### src/rtl/instruction_fetch_tr_if.sv
// Instruction fetch bus: load port, start control, instruction stream and status.
interface instruction_fetch_tr_if #(
  parameter int unsigned ADDR_W = 4
);
  logic              start;
  logic              ld_en;
  logic [ADDR_W-1:0] ld_addr;
  logic [31:0]       ld_data;
  logic              ready_in;
  logic [31:0]       Instruccion_TR;
  logic              valid_out;
  logic [31:0]       pc_out;
  logic [15:0]       instr_count;
  logic              busy;
  logic              done;

  // Fetch stage side: produces the instruction stream and status.
  modport master (
    input  start, ld_en, ld_addr, ld_data, ready_in,
    output Instruccion_TR, valid_out, pc_out, instr_count, busy, done
  );

  // Controller / datapath side: loads, starts and consumes.
  modport slave (
    output start, ld_en, ld_addr, ld_data, ready_in,
    input  Instruccion_TR, valid_out, pc_out, instr_count, busy, done
  );
endinterface

### src/rtl/instruction_fetch_tr.sv
// Instruction fetch stage: loadable instruction memory, PC, valid/ready output
// register, halt-sentinel detection and run statistics.
module instruction_fetch_tr #(
  parameter int unsigned DEPTH     = 16,
  parameter int unsigned ADDR_W    = 4,
  parameter logic [31:0] HALT_WORD = 32'hFFFF_FFFF
) (
  input  logic                   CLK,
  input  logic                   RST,
  instruction_fetch_tr_if.master bus
);

  localparam int unsigned DATA_W = 32;
  localparam int unsigned CNT_W  = 16;

  typedef enum logic [1:0] {
    IDLE = 2'd0,
    RUN  = 2'd1,
    DONE = 2'd2
  } state_t;

  state_t              state_q, state_d;
  logic [DATA_W-1:0]   instr_q, instr_d;
  logic                valid_q, valid_d;
  logic [DATA_W-1:0]   pc_q, pc_d;
  logic [CNT_W-1:0]    cnt_q, cnt_d;
  logic                busy_q, busy_d;
  logic                done_q, done_d;

  logic [DATA_W-1:0]   mem_q [DEPTH];
  logic [ADDR_W-1:0]   pc_idx;
  logic [ADDR_W-1:0]   pc_idx_nxt;
  logic [DATA_W-1:0]   rd_word;
  logic                slot_free;

  // Word index of the PC and its successor; the successor wraps modulo DEPTH.
  assign pc_idx     = pc_q[ADDR_W+1:2];
  assign pc_idx_nxt = ADDR_W'(pc_idx + ADDR_W'(1));
  assign rd_word    = mem_q[pc_idx];
  assign slot_free  = !valid_q || bus.ready_in;

  // Instruction memory: written only while idle, never reset.
  always_ff @(posedge CLK) begin
    if (state_q == IDLE && bus.ld_en) begin
      mem_q[bus.ld_addr] <= bus.ld_data;
    end
  end

  // State and output registers.
  always_ff @(posedge CLK or posedge RST) begin
    if (RST) begin
      state_q <= IDLE;
      instr_q <= '0;
      valid_q <= 1'b0;
      pc_q    <= '0;
      cnt_q   <= '0;
      busy_q  <= 1'b0;
      done_q  <= 1'b0;
    end else begin
      state_q <= state_d;
      instr_q <= instr_d;
      valid_q <= valid_d;
      pc_q    <= pc_d;
      cnt_q   <= cnt_d;
      busy_q  <= busy_d;
      done_q  <= done_d;
    end
  end

  // Next-state, fetch and accounting logic.
  always_comb begin
    state_d = state_q;
    instr_d = instr_q;
    valid_d = valid_q;
    pc_d    = pc_q;
    cnt_d   = cnt_q;

    if (valid_q && bus.ready_in && cnt_q != {CNT_W{1'b1}}) begin
      cnt_d = cnt_q + CNT_W'(1);
    end

    case (state_q)
      IDLE: begin
        if (bus.start) begin
          state_d = RUN;
          pc_d    = '0;
          cnt_d   = '0;
          valid_d = 1'b0;
        end
      end
      RUN: begin
        if (slot_free) begin
          if (rd_word != HALT_WORD) begin
            instr_d = rd_word;
            valid_d = 1'b1;
            pc_d    = DATA_W'({pc_idx_nxt, 2'b00});
          end else begin
            valid_d = 1'b0;
            state_d = DONE;
          end
        end
      end
      DONE: begin
        state_d = IDLE;
      end
      default: begin
        state_d = IDLE;
      end
    endcase

    busy_d = (state_d == RUN);
    done_d = (state_d == DONE);
  end

  assign bus.Instruccion_TR = instr_q;
  assign bus.valid_out      = valid_q;
  assign bus.pc_out         = pc_q;
  assign bus.instr_count    = cnt_q;
  assign bus.busy           = busy_q;
  assign bus.done           = done_q;

endmodule

### src/flat_wrapper.sv
// flat-port wrapper written by rule: the top's interface ports become plain ports
module instruction_fetch_tr_flat 
#(
  parameter int unsigned DEPTH     = 16,
  parameter int unsigned ADDR_W    = 4,
  parameter logic [31:0] HALT_WORD = 32'hFFFF_FFFF
)
  (CLK, RST, bus_start, bus_ld_en, bus_ld_addr, bus_ld_data, bus_ready_in, bus_Instruccion_TR, bus_valid_out, bus_pc_out, bus_instr_count, bus_busy, bus_done);
  instruction_fetch_tr_if #(.ADDR_W(ADDR_W)) bus_i ();
  input  logic CLK;
  input  logic RST;
  input wire logic [$bits(bus_i.start)-1:0] bus_start;
  input wire logic [$bits(bus_i.ld_en)-1:0] bus_ld_en;
  input wire logic [$bits(bus_i.ld_addr)-1:0] bus_ld_addr;
  input wire logic [$bits(bus_i.ld_data)-1:0] bus_ld_data;
  input wire logic [$bits(bus_i.ready_in)-1:0] bus_ready_in;
  output wire logic [$bits(bus_i.Instruccion_TR)-1:0] bus_Instruccion_TR;
  output wire logic [$bits(bus_i.valid_out)-1:0] bus_valid_out;
  output wire logic [$bits(bus_i.pc_out)-1:0] bus_pc_out;
  output wire logic [$bits(bus_i.instr_count)-1:0] bus_instr_count;
  output wire logic [$bits(bus_i.busy)-1:0] bus_busy;
  output wire logic [$bits(bus_i.done)-1:0] bus_done;
  assign bus_i.start = bus_start;
  assign bus_i.ld_en = bus_ld_en;
  assign bus_i.ld_addr = bus_ld_addr;
  assign bus_i.ld_data = bus_ld_data;
  assign bus_i.ready_in = bus_ready_in;
  assign bus_Instruccion_TR = bus_i.Instruccion_TR;
  assign bus_valid_out = bus_i.valid_out;
  assign bus_pc_out = bus_i.pc_out;
  assign bus_instr_count = bus_i.instr_count;
  assign bus_busy = bus_i.busy;
  assign bus_done = bus_i.done;
  instruction_fetch_tr #(.DEPTH(DEPTH), .ADDR_W(ADDR_W), .HALT_WORD(HALT_WORD)) u_core (.CLK(CLK), .RST(RST), .bus(bus_i));
endmodule
### config.mk
export PLATFORM = sky130hd
export DESIGN_NAME = instruction_fetch_tr_flat
export DESIGN_NICKNAME = d
export VERILOG_FILES = /design/src/rtl/instruction_fetch_tr_if.sv /design/src/rtl/instruction_fetch_tr.sv /design/src/flat_wrapper.sv
export SDC_FILE = /design/constraint.sdc
export NUM_CORES = 1
export LEC_CHECK = 0
export ABC_AREA = 1
export CORE_MARGIN = 3
export CORE_UTILIZATION = 38
export DETAILED_ROUTE_END_ITERATION = 8
export DONT_BUFFER_PORTS = 1
export PLACE_DENSITY = 0.63
export REMOVE_ABC_BUFFERS = 1
export SKIP_CTS_REPAIR_TIMING = 1
export SLEW_MARGIN = 25
export SYNTH_ARGS = -nofsm -noshare
export SYNTH_HDL_FRONTEND = slang
export SYNTH_SLANG_ARGS = --single-unit
### constraint.sdc
create_clock -name CLK -period 2.7 [get_ports CLK]
set_input_delay 0.54 -clock CLK [delete_from_list [all_inputs] [get_ports CLK]]
set_output_delay 0.54 -clock CLK [all_outputs]
set_load 0.05 [all_outputs]
Yosys cells after proc, flatten, opt, wreduce, memory -nomap -nowiden
Memories as Yosys holds them, arrays and structs flattened. Cells that the tools add are included.

$add $sub $neg: 2. Equality and inequality tests: 8. Reductions and logical operators: 10. Mux-type cells: 17.

Operator list (number): two-way mux 32 bit (3); one-hot mux 32 bit (2 select lines) (1); two-way mux 16 bit (3); inequality test 32 bit, second input constant (1); adder 16 x 1 -> 16 bit, second input constant (1); inequality test 16 bit, second input constant (1); two-way mux 2 bit (3); AND reduction 3 bit (2); two-way mux 1 bit (5); adder 4 x 1 -> 4 bit, second input constant (1); == test 2 x 1 -> 1 bit, second input constant (2); inequality test 2 x 1 -> 1 bit, second input constant (2); one-hot mux 2 bit (2 select lines) (1); AND reduction 4 bit (1); logical AND 1 bit (3); == test 2 bit, second input constant (1); logical NOT 2 bit (1); inequality test 2 bit, second input constant (1); one-hot mux 1 bit (2 select lines) (1); nonzero test 2 bit (1); logical NOT 1 bit (1); logical OR 1 bit (1).

Flip-flop bits (word level): 85. RAM bits: 512. Input port bits: 41. Logic and storage cells: 45. Output and inout bits: 83. Memories kept: 1.

Memory list: u_core.mem_q (depth 16, bits a word 32, rd ports 1, clocked after memory_dff 0, write ports 1, RTL line instruction_fetch_tr.sv:30) `logic [DATA_W-1:0] mem_q [DEPTH];`.

Longest topological paths before layout
Gate-level depths: netlist of run 1. An unclocked memory read counts as a cell.

Word-level depth: 6. Gate-level depth with buffers: 20. Depth with buffers taken out: 15.

Worst setup path before layout of run 1
OpenSTA, ideal clock, no wires.

Path type: input to register. From: in bus_ld_en. To: mem u_core.mem_q[0][0] (enable). Cell stages on the path: 3. Data required time: 2.279 ns. Path buffers: 0. Arrival time: 2.432 ns. Setup time: 0.421 ns. Path slack: -0.153 ns. Cells stage by stage: nor3b_1 > nand3_1 > nor2_1.

Cells in the longest elaborated chain, start to end: 3.

RTL lines: from (decl) (RTL line flat_wrapper.sv:13) `input wire logic [$bits(bus_i.ld_en)-1:0] bus_ld_en;`; logical AND 1 bit (RTL line instruction_fetch_tr.sv:44) `if (state_q == IDLE && bus.ld_en) begin`; two-way mux 1 bit (RTL line instruction_fetch_tr.sv:44); two-way mux 1 bit (implied by the code) (RTL line instruction_fetch_tr.sv:45) `mem_q[bus.ld_addr] <= bus.ld_data;`; to (decl) (RTL line instruction_fetch_tr.sv:30).

Every way passes these cells.

Worst setup path after layout of run 1
From: reg u_core.pc_q[2], in the netlist u_core.bus.pc_out[2]. To: reg u_core.instr_q[8], in the netlist u_core.bus.Instruccion_TR[8].

Cells in the longest elaborated chain, start to end: 3.

RTL lines: from (decl) (RTL line instruction_fetch_tr.sv:25) `logic [DATA_W-1:0] pc_q, pc_d;`; from (signal assigned) (RTL line instruction_fetch_tr.sv:63) `pc_q <= pc_d;`; memory read (16 x 32 bit) *; inequality test 32 bit (RTL line instruction_fetch_tr.sv:93) `if (rd_word != HALT_WORD) begin`; AND reduction 3 bit (no line); to (signal assigned) (RTL line instruction_fetch_tr.sv:61) `instr_q <= instr_d;`; to (decl) (RTL line instruction_fetch_tr.sv:23) `logic [DATA_W-1:0] instr_q, instr_d;`.

Every way passes the cells marked *; elsewhere a longest branch is shown, timed or not. A chain may end at the register's enable or synchronous reset.

==> reports/qor.tcl, run 1 <==
set qor(slowest_stage) {sky130_fd_sc_hd__dfrtp_4}
set qor(final_nets) 2357
set qor(report.final.slew_viol_count) 0
set qor(dp_slack_ps) -232
set qor(postSynthAreaPerCell_um2) 10.9
set qor(synth.lib_cells_used.distinct) 29
set qor(post-route-period-util) 0.964
set qor(clock-root-buffer) {sky130_fd_sc_hd__clkbuf_16}
set qor(yosysWarnings) 0
set qor(vias_per_cell) 5.15
set qor(ys_seq_elements) 569
set qor(post_synth_instance_area_mm2) 0.0238
set qor(tritoncts_num_sinks) 569
set qor(ratio_of_cells_with_drive_above_1_in_the_final_layout) 0.129
set qor(route.detailed.wl_per_inst_um) 20.5
set qor(final_cell_mix) {sky130_fd_sc_hd__nand2_1, sky130_fd_sc_hd__edfxtp_1, sky130_fd_sc_hd__nand3_1}
set qor(grt_use_total) 0.189
set qor(dr.pass1.iters) 6
set qor(drt.antenna.violating_nets) 0
set qor(io_buffers) 0
set qor(clk_transition_reported_paths_ps) 60
set qor(maximum_number_of_pins_on_one_net_before_global_route_repair) 50
set qor(area_delta_synth_final_pct) 21.0
set qor(timing.max_cap.violations) 0
set qor(worst_path_dominant_cell_family) {simple AND/OR/NAND/NOR gates}
set qor(post_synth_inst_count) 2176
set qor(grt.overflow.total) 0
set qor(initial_utilization) 0.384
set qor(numPlacedInstances) 3029
set qor(worst_path_most_repeated_cell) {sky130_fd_sc_hd__nand2_1}
set qor(timing.critical_path.required_ps) 3210
set qor(final_cells) 3201
set qor(worstPathCellList) {buf_4 > clkbuf_16 > buf_4 > nor2_1 > nor2_1 > o21ai_0 > nand3_1 > nand3_1 > nand2_2 > nand2_1 > nor2_1 > nand2_1 > nor2_4 > nand2_4 > nand2_8 > clkbuf_16 > nand2_1 > nand2_1}
set qor(cp-start-kind) {register}
set qor(outcome) {finished, violations left}
set qor(worstMarginPinSlew_ps) 892
set qor(slowest_delay_ps) 570
set qor(worst_hold_slack_ps) -32.0
set qor(design.die.area_mm2) 0.0656
set qor(post-dp-hpwl_um) 36300
set qor(insertedDiodeCount) 0
set qor(min_period_ps) 2600
set qor(worst_ir_drop_vdd_mv) 0.539
set qor(async_flop_share) 0.100
set qor(worst_clock_skew_ps) 31.0
set qor(cts_max_level) 2
set qor(critical_path.max_fanout) 7
set qor(fp.coreArea_mm2) 0.0618
set qor(final_core_utilization) 0.465
set qor(initialDrtViolationCount) 1710
set qor(power.static_leakage_nw) 11.3
set qor(critPathCaptureType) {register}
set qor(post-route-drc-count) 0
set qor(hold_violations) 24
set qor(violations) {hold timing}
set qor(mostFrequentLayoutCell) {sky130_fd_sc_hd__nand2_1}
set qor(fp.dieW_um) 256
set qor(setup_ws_ps) 96.6
set qor(die_h_um) 256
set qor(globalplace.congestion) 0.805
set qor(share_of_synthesized_area_occupied_by_flip_flops_and_latches) 0.707
set qor(clock_latency_ps) 650
set qor(timing_worst_setup_path_type) {register to register}
set qor(timing.hold.worst.class) {primary input to async pin}
set qor(relSlewSlack) 0.405
set qor(clockBufferDepth) 3
set qor(timing.final.setup_violations) 0
set qor(worstPathArrival_ps) 3120
set qor(cp_num_buf_inv) 4
set qor(wirelength_um) 65800
set qor(edff_count_synth) 512
set qor(power_per_cell_area_mw_per_mm2) 991
set qor(fmax_mhz) 384
set qor(initial_antenna_violation_count) 3
set qor(detailroute.via_count) 16500
set qor(dominantRegCellSynth) {sky130_fd_sc_hd__edfxtp_1}
set qor(grt_pass1_vias) 15500
set qor(tritoncts) {built}
set qor(wire_length_of_the_first_global_routing_pass_um) 95300
set qor(tritoncts.num_buffers) 59
set qor(io_pins) 124
set qor(fp-row-count) 91
## layer usage
metal,vias to the layer above,global-route usage,share of wire
met4,4,0.0629,0.031
li1,7575,-,-
met5,-,0,0.00032
met3,129,0.0397,0.077
met2,682,0.313,0.48
met1,8107,0.249,0.41
## flip-flops by register name, indices dropped and copies added, names as in the netlist
name                       cells
u_core.bus.pc_out              4
u_core.bus.instr_count        16
u_core.bus.Instruccion_TR     32
u_core.state_q                 2
u_core.bus.valid_out           1
u_core.bus.busy                1
u_core.mem_q                 512
u_core.bus.done                1
## Yosys cell counts (2+ instances only)
cell                       number  area [um2]
sky130_fd_sc_hd__a21oi_1       12        60.1
sky130_fd_sc_hd__buf_1         21        78.8
sky130_fd_sc_hd__buf_2         58         290
sky130_fd_sc_hd__buf_4         31         233
sky130_fd_sc_hd__buf_6          8        90.1
sky130_fd_sc_hd__clkbuf_1      26        97.6
sky130_fd_sc_hd__clkinv_1       2        7.51
sky130_fd_sc_hd__dfrtp_1       57        1430
sky130_fd_sc_hd__edfxtp_1     512       15400
sky130_fd_sc_hd__ha_1           2        25.0
sky130_fd_sc_hd__inv_1        140         526
sky130_fd_sc_hd__inv_2          3        11.3
sky130_fd_sc_hd__nand2_1      676        2540
sky130_fd_sc_hd__nand3_1      280        1400
sky130_fd_sc_hd__nand4_1        4        25.0
sky130_fd_sc_hd__nor2_1       202         758
sky130_fd_sc_hd__nor3_1         9        45.0
sky130_fd_sc_hd__nor3b_1        2        15.0
sky130_fd_sc_hd__o211ai_1      32         240
sky130_fd_sc_hd__o21ai_0       85         425
sky130_fd_sc_hd__o21ai_1        2        10.0
sky130_fd_sc_hd__xor2_1         5        43.8
## logic make-up after synthesis
family	count (synthesis)	share of synthesized area
and+or+nand+nor	1175	0.202
xor gates and xnor gates	6	0.00221
buffers and inverters	289	0.0561
AOI/OAI and AO/OA	134	0.0318
other	1	0.000158
DFF	569	0.707
adders and majority gates	2	0.00105
## path summary, 6_finish.rpt
check	from	endpoint	slack [ps]	depth (start not counted)
worst max-delay path	u_core.bus.pc_out[2]	u_core.bus.Instruccion_TR[8]	100	18
worst min-delay path	RST	u_core.bus.pc_out[2]	-30	1
worst max register to register	u_core.bus.pc_out[2]	u_core.bus.Instruccion_TR[8]	100	18
worst min register to register	u_core.bus.instr_count[2]	u_core.bus.instr_count[2]	610	2
max in group asynchronous	RST	u_core.bus.instr_count[4]	2020	2
min in group CLK	bus_ready_in	u_core.state_q[0]	250	3
## power by group
group / internal [mW] / switching, mW
sequential: 9.94 / 1.24
clock: 4.80 / 3.42
combinational: 3.40 / 5.69
total: 18.1 / 10.3
## through the flow
| stage | cell area (um2) | power (mW) | hold slack [ps] | setup TNS (ps) |
|---|---|---|---|---|
| floorplan | 23100 | 15.9 | 586 | -420120 |
| global placement | 25800 | 19.3 | 581 | -6730 |
| detailed placement | 25800 | 19.4 | 602 | -7570 |
| CTS | 27800 | 27.6 | -36.8 | -9210 |
| global route | 28800 | 29.8 | 11.5 | -583 |
| finish | 28800 | 28.5 | -32.0 | 0 |
## layout make-up
| class | count | area [um2] |
|---|---|---|
| clock inverter | 36 | 418 |
| fill | 5472 | 33100 |
| timing repair buffer | 194 | 2400 |
| clock buffer | 75 | 1540 |
| inverter | 145 | 564 |
| tap | 837 | 1050 |
| sequential | 569 | 16800 |
| multi-input combinational | 1345 | 5980 |
## worst reg2reg max path, cell delays in order, from the launching register on
cell and delay [ps]:
sky130_fd_sc_hd__dfrtp_4 570, sky130_fd_sc_hd__buf_4 180, sky130_fd_sc_hd__clkbuf_16 160, sky130_fd_sc_hd__buf_4 150, sky130_fd_sc_hd__nor2_1 90, sky130_fd_sc_hd__nor2_1 40
sky130_fd_sc_hd__o21ai_0 60, sky130_fd_sc_hd__nand3_1 110, sky130_fd_sc_hd__nand3_1 110, sky130_fd_sc_hd__nand2_2 100, sky130_fd_sc_hd__nand2_1 130, sky130_fd_sc_hd__nor2_1 60
sky130_fd_sc_hd__nand2_1 110, sky130_fd_sc_hd__nor2_4 60, sky130_fd_sc_hd__nand2_4 100, sky130_fd_sc_hd__nand2_8 110, sky130_fd_sc_hd__clkbuf_16 210, sky130_fd_sc_hd__nand2_1 70
sky130_fd_sc_hd__nand2_1 50
Power figures use the tool's default switching activity.
==> run 2, diff against run 1 <==
Settings changed: CTS_CLUSTER_DIAMETER from default to 200.
==> results of run 2 <==
No change in the layout: final DEF, timing and power equal those of run 1.
